==> src/rtl/serial_adder.sv <==
// Bit-serial adder: one full-adder cell and a registered carry process one
// operand bit pair per clock, LSB first, producing an N-bit sum plus carry-out.

module full_adder (
    input  logic a,
    input  logic b,
    input  logic c,
    output logic sum,
    output logic carry
);
    assign sum   = a ^ b ^ c;
    assign carry = (a & b) | (a & c) | (b & c);
endmodule

module serial_adder #(
    parameter int WIDTH = 8
) (
    input  logic             clk,
    input  logic             rst,
    input  logic             start,
    input  logic [WIDTH-1:0] A,
    input  logic [WIDTH-1:0] B,
    input  logic             c_in,
    output logic             busy,
    output logic             done,
    output logic [WIDTH-1:0] S,
    output logic             c_out
);
    localparam int CW = $clog2(WIDTH) + 1;
    localparam logic [CW-1:0] LAST = CW'(WIDTH - 1);

    typedef enum logic [1:0] {S_IDLE, S_SHIFT, S_DONE} state_t;

    state_t           state;
    logic [WIDTH-1:0] a_sr;
    logic [WIDTH-1:0] b_sr;
    logic [WIDTH-1:0] r_sr;
    logic             carry;
    logic [CW-1:0]    cnt;
    logic             fa_sum;
    logic             fa_carry;
    logic [WIDTH-1:0] r_next;

    full_adder u_fa (
        .a    (a_sr[0]),
        .b    (b_sr[0]),
        .c    (carry),
        .sum  (fa_sum),
        .carry(fa_carry)
    );

    // Sum bits enter at the MSB so the LSB-first result lands in order after WIDTH shifts.
    assign r_next = {fa_sum, r_sr[WIDTH-1:1]};

    always_ff @(posedge clk or posedge rst) begin
        if (rst) begin
            state <= S_IDLE;
            a_sr  <= '0;
            b_sr  <= '0;
            r_sr  <= '0;
            carry <= 1'b0;
            cnt   <= '0;
            busy  <= 1'b0;
            done  <= 1'b0;
            S     <= '0;
            c_out <= 1'b0;
        end else begin
            case (state)
                S_IDLE: begin
                    done <= 1'b0;
                    if (start) begin
                        a_sr  <= A;
                        b_sr  <= B;
                        r_sr  <= '0;
                        carry <= c_in;
                        cnt   <= '0;
                        busy  <= 1'b1;
                        state <= S_SHIFT;
                    end
                end
                S_SHIFT: begin
                    a_sr  <= a_sr >> 1;
                    b_sr  <= b_sr >> 1;
                    r_sr  <= r_next;
                    carry <= fa_carry;
                    cnt   <= cnt + CW'(1);
                    if (cnt == LAST) begin
                        S     <= r_next;
                        c_out <= fa_carry;
                        busy  <= 1'b0;
                        done  <= 1'b1;
                        state <= S_DONE;
                    end
                end
                S_DONE: begin
                    done  <= 1'b0;
                    state <= S_IDLE;
                end
                default: begin
                    busy  <= 1'b0;
                    done  <= 1'b0;
                    state <= S_IDLE;
                end
            endcase
        end
    end
endmodule

==> config.mk <==
export PLATFORM = sky130hd
export DESIGN_NAME = serial_adder
export DESIGN_NICKNAME = d
export VERILOG_FILES = /design/src/rtl/serial_adder.sv
export SDC_FILE = /design/constraint.sdc
export NUM_CORES = 1
export LEC_CHECK = 0
export CAP_MARGIN = 20
export CORE_MARGIN = 4
export CORE_UTILIZATION = 56
export CTS_CLUSTER_SIZE = 28
export DETAILED_ROUTE_END_ITERATION = 10
export PLACE_DENSITY = 0.82
export SLEW_MARGIN = 5
export SYNTH_ARGS = -nofsm -noshare
export SYNTH_HDL_FRONTEND = slang
export SYNTH_SLANG_ARGS = --single-unit
==> constraint.sdc <==
create_clock -name clk -period 3.5 [get_ports clk]
set_input_delay 0.525 -clock clk [delete_from_list [all_inputs] [get_ports clk]]
set_output_delay 0.525 -clock clk [all_outputs]
set_load 0.05 [all_outputs]
==> Word level (Yosys, flattened, before mapping) <==
Index checks and enable logic that the tools add are counted.
{ "op_classes": {"add_sub_neg": 1, "n_eq_ne": 5, "muxes": 18, "bitwise_logic": 8, "reduce_logical": 6} }
{ "ops": {"columns": ["cell", "count"], "rows": [
  ["one-hot mux 8 bit (2 select lines)", 3],
  ["two-way mux 8 bit", 3],
  ["one-hot mux 4 bit (2 select lines)", 1],
  ["AND reduction 2 bit", 3],
  ["two-way mux 1 bit", 5],
  ["adder 4 x 1 -> 4 bit, second input constant", 1],
  ["equality test 4 x 3 -> 1 bit, second input constant", 1],
  ["two-way mux 2 bit", 2],
  ["two-way mux 4 bit", 1],
  ["!= test 2 bit, second input constant", 2],
  ["one-hot mux 2 bit (2 select lines)", 1],
  ["bitwise AND 1 bit", 3],
  ["one-hot mux 1 bit (3 select lines)", 1],
  ["AND reduction 3 bit", 1],
  ["equality test 2 x 1 -> 1 bit, second input constant", 1],
  ["equality test 2 bit, second input constant", 1],
  ["logical NOT 2 bit", 1],
  ["bitwise OR 1 bit", 2],
  ["one-hot mux 1 bit (2 select lines)", 1],
  ["nonzero test 2 bit", 1],
  ["XOR 1 bit", 2],
  ["NOT 1 bit", 1]
]} }
{ "word_totals": {"regBits": 42, "inputBits": 20, "out_inout_bits": 11, "wordCells": 48} }

==> Longest topological paths before layout <==
{ "depth": {"depth_word": 4, "mapped_depth": 5, "ltp_nobuf": 4} }

==> Modules after synthesis <==
A second synthesis with hierarchy kept.
{ "unflattened": {"hier_cells": 159, "hier_area_um2": 1824.2} }
{ "by_module_without_submodules": {"columns": ["module", "n_inst", "cells_per_inst", "area_per_inst_um2", "seq_area_each_um2"], "rows": [
  ["serial_adder", 1, 158, 1804.2, 1026.0],
  ["full_adder", 1, 1, 20.0, 0.0]
]} }

==> Worst setup path after synthesis <==
OpenSTA, ideal clock, no wires.
{ "synth_timing": {"path_type": "reg2reg", "start": "register cnt[0]", "end": "register S[0]", "setup_time_ns": 0.125, "arrival_time_ns": 1.374, "required_ns": 3.375, "setup_slack_ns": 2.001, "stages_incl_launch_ff": 6, "path_buffers": 1, "period_less_slack_ns": 1.499, "path_cell_list": "dfrtp_1 ha_1 and3b_2 and2_4 buf_12 mux2_4"} }
{ "synth_between": {"elab_chain_len": 2} }
{ "synth_lines": {"columns": ["item", "line", "rtl"], "rows": [
  ["from (decl)", "39", "logic [CW-1:0] cnt;"],
  ["from (signal assigned)", "86", "cnt <= cnt + CW'(1);"],
  ["equality test 4 x 3 -> 1 bit", "87", "if (cnt == LAST) begin"],
  ["AND reduction 2 bit (no source line)", null, null],
  ["to (signal assigned)", "88", "S <= r_next;"],
  ["to (decl)", "26", "output logic [WIDTH-1:0] S,"]
]} }
Every way passes these cells.
A chain may end at the register's enable or synchronous reset.

==> Worst setup path after layout <==
{ "layout_timing": {"start": "input start", "end": "register cnt[0]"} }
{ "layout_between": {"elab_chain_len": 2} }
{ "layout_lines": {"columns": ["item", "line", "rtl"], "rows": [
  ["from (decl)", "20", "input logic start,"],
  ["!= test 2 bit (no source line)", null, null],
  ["AND reduction 2 bit (no source line)", null, null]
]} }
Every way passes these cells.

==> flow_metrics.tcl <==
set metrics [dict create \
    fin_area_um2 2140 \
    drtPass1Iterations 4 \
    cts_tree "built" \
    grt-ovfl-total 0 \
    gp_congestion 0.801 \
    crit_fanout 26 \
    cpPeakStageDelay_ns 0.88 \
    grt_pass1_wl_um 5880 \
    mappedNetlistArea_um2 1790 \
    cp_top_family "compound AO/OA/AOI/OAI gates" \
    dp_hpwl_um 2320 \
    pre_cts_slack_ns 1.10 \
    critPathBufInv 1 \
    die_h_um 64.5 \
    layout.area.seq_um2 1030 \
    final_layout_size_suffix_gt1_share_pct 12.2 \
    synth.area.top_cells "dfrtp_1, mux2_4, o21ai_0" \
    cp-end-kind "register" \
    die_x_um 64.5 \
    die_area_um2 4170 \
    power_frac_comb_pct 44.6 \
    r2r-start "state[0]" \
    placed_cells 218 \
    finalCriticalPeriod_ns 2.08 \
    maxSlewViolCount 0 \
    slowest_stage "o21bai_2" \
    dpl_cell_area_um2 2100 \
    track_usage_pct 18.6 \
    p_switching_mw 0.775 \
    clk-insertion-delay-late_ns 0.34 \
    ys_seq_elements 41 \
    timing.rr.end "cnt[0]" \
    numCtsBuffers 5 \
    skew_ns 0.00299 \
    drt_iter0_markers 46 \
    layout.cells.non_filler 224 \
    powerDensity_nw_per_um2 890 \
    clk_pin_slew_ns 0.11 \
    post-synth-top-area-cell "dfrtp_1" \
    first_global_vias 1290 \
    rsz0062_at_grt "false" \
    nets 203 \
    area_growth_pct 19.7 \
    min-delay-start "a_sr[4]" \
    hold_viol_final 0 \
    fin_hold_ws_ns 0.487 \
    core-area_um2 3050 \
    max-slew-margin-rel_pct 34.5 \
    outcome "completed" \
    ys_types 27 \
    grt_max_degree 27 \
    crit_chain "clkdlybuf4s50_1 -> o21bai_2 -> mux2_2" \
    fmaxAchievable_mhz 482 \
    arrival_ns 2.36 \
    cap_violations 0 \
    worstMarginPinSlew_ns 0.982 \
    post_drt_wl_per_cell_um 15.0 \
    cts_setup_buffers 0 \
    yosysSeqAreaShare_pct 57.3 \
    synthesis.nets 174 \
    port_buffers 30 \
    r2r_slack_ns 1.62 \
    cts.sinks 41 \
    rows 20 \
    min_path_type "reg -> reg" \
    num_io_pins 31 \
    worstSetupStartpointType "primary input" \
    leakage_nw 0.939 \
    fin_ws_ns 1.42 \
    vias 1260 \
    clockPowerShare_pct 10.8 \
    power.internal_mw 1.13 \
    antenna_cells 0 \
    wirelength_um 3360 \
    synth_top_area_share_pct 57.3 \
    min_to "a_sr[4]" \
    cts_root_buffer "clkbuf_4" \
    htreeDepth 2 \
    cts_buffer_depth 2 \
    syn_area_per_cell_um2 11.8 \
    start_util_pct 58.6 \
    switching_share_pct 40.6 \
    pwr-share-seq_pct 44.5 \
    multi_input_area_um2 704 \
    fin_crit_sh_pct 59.3 \
    vias_per_cell 5.63 \
    setup_viol 0 \
    ys_warn_count 0 \
    peakVddDrop_mv 0.443 \
    fillers 250 \
    ant_nets 0 \
    crit_type "in -> reg" \
    min_path_cells 2 \
    cts_hold_buf 0 \
    syn_inst 152 \
    cp.required_ns 3.78 \
    fin_tns_setup_ns 0 \
    cts-resized-gates 0 \
    post-route-drc-count 0 \
    antenna_found_initial 0 \
    ff2ff_path_depth 2 \
]
kinds of logic (layout without fill, tap and decap cells):
logic type	after synthesis	in the layout	synth area share, %
fa+ha+maj	2	2	1.82
flops	41	41	57.3
simple gates	36	36	10.3
compound gates	50	50	18.0
buf+inv	11	39	3.35
mux	12	12	9.29
state kept, by name, summed over array words and instances (netlist names), 2 cells and up:
register  cells
state         2
S             8
cnt           4
r_sr          7
a_sr          8
b_sr          8
worst max-delay path by stage:
stage,start,to,slack [ns],depth (start not counted)
detailed placement,start,cnt[0],1.10,3
global route,start,a_sr[5],1.30,4
finish,start,cnt[0],1.42,3
global placement,start,cnt[0],1.16,3
floorplan,cnt[0],S[0],2.00,5
CTS,S[3],S[3],1.44,1
cell usage after synthesis:
library cell,number
dfrtp_1,41
o21ai_0,20
nand2_1,18
a22o_1,9
mux2_4,9
a22oi_1,8
a31oi_1,7
and2_1,6
clkbuf_1,6
nor2b_1,5
a21oi_1,4
buf_2,2
mux2i_1,2
nor2_1,2
and2_0,1
and2_4,1
and2b_4,1
and3b_2,1
buf_12,1
fa_1,1
ha_1,1
inv_1,1
inv_2,1
mux2_2,1
nand3_1,1
o21a_1,1
o21bai_2,1
per-stage QoR:
step	util (%)	power, mW
2_1_floorplan	-	1.48
3_3_place_gp	68.8	1.67
3_5_place_dp	68.8	1.71
4_1_cts	70.2	1.92
5_1_grt	70.2	2.04
6_report	70.2	1.91
power by group through the flow:
stage	Combinational (mW)	Sequential [mW]	Clock (mW)
final	0.852	0.850	0.206
after global routing	0.928	0.879	0.235
after CTS	0.858	0.850	0.211
after detailed placement	0.855	0.857	0
after global placement	0.832	0.842	0
after floorplan	0.493	0.984	0
layout by cell type (no fill, tap or decap), types with 2 or more instances in the layout:
master            n
a21oi_1           4
a22o_1            9
a22oi_1           8
a31oi_1           7
and2_1            6
clkbuf_4          5
clkdlybuf4s50_1  30
dfrtp_1          41
mux2_4            9
mux2i_1           2
nand2_1          18
nor2_1            2
nor2b_1           5
o21ai_0          20
worst min-delay path, delay by kind of cell (launching register included):
family,cells,cell delay [ns]
and+or+nand+nor,1,0.04
DFF,1,0.35
AOI/OAI and AO/OA,1,0.06
area by class of cell:
type	count	area share, %
clock buffers	5	1.75
clock inverters	1	0.234
inverters	2	0.350
multi-input cells	100	32.9
flip-flops and latches	41	47.9
well taps	44	2.57
repair buffers	31	14.4
layer usage:
layer / part of all wire [%] / vias up / track usage, %
met5: 0 / - / 0
met4: 2.1 / 0 / 7.65
met3: 5.7 / 7 / 6.07
met1: 44 / 620 / 23.6
li1: - / 593 / -
met2: 48 / 40 / 29.5
No activity file was read; power rests on OpenSTA's default activity.
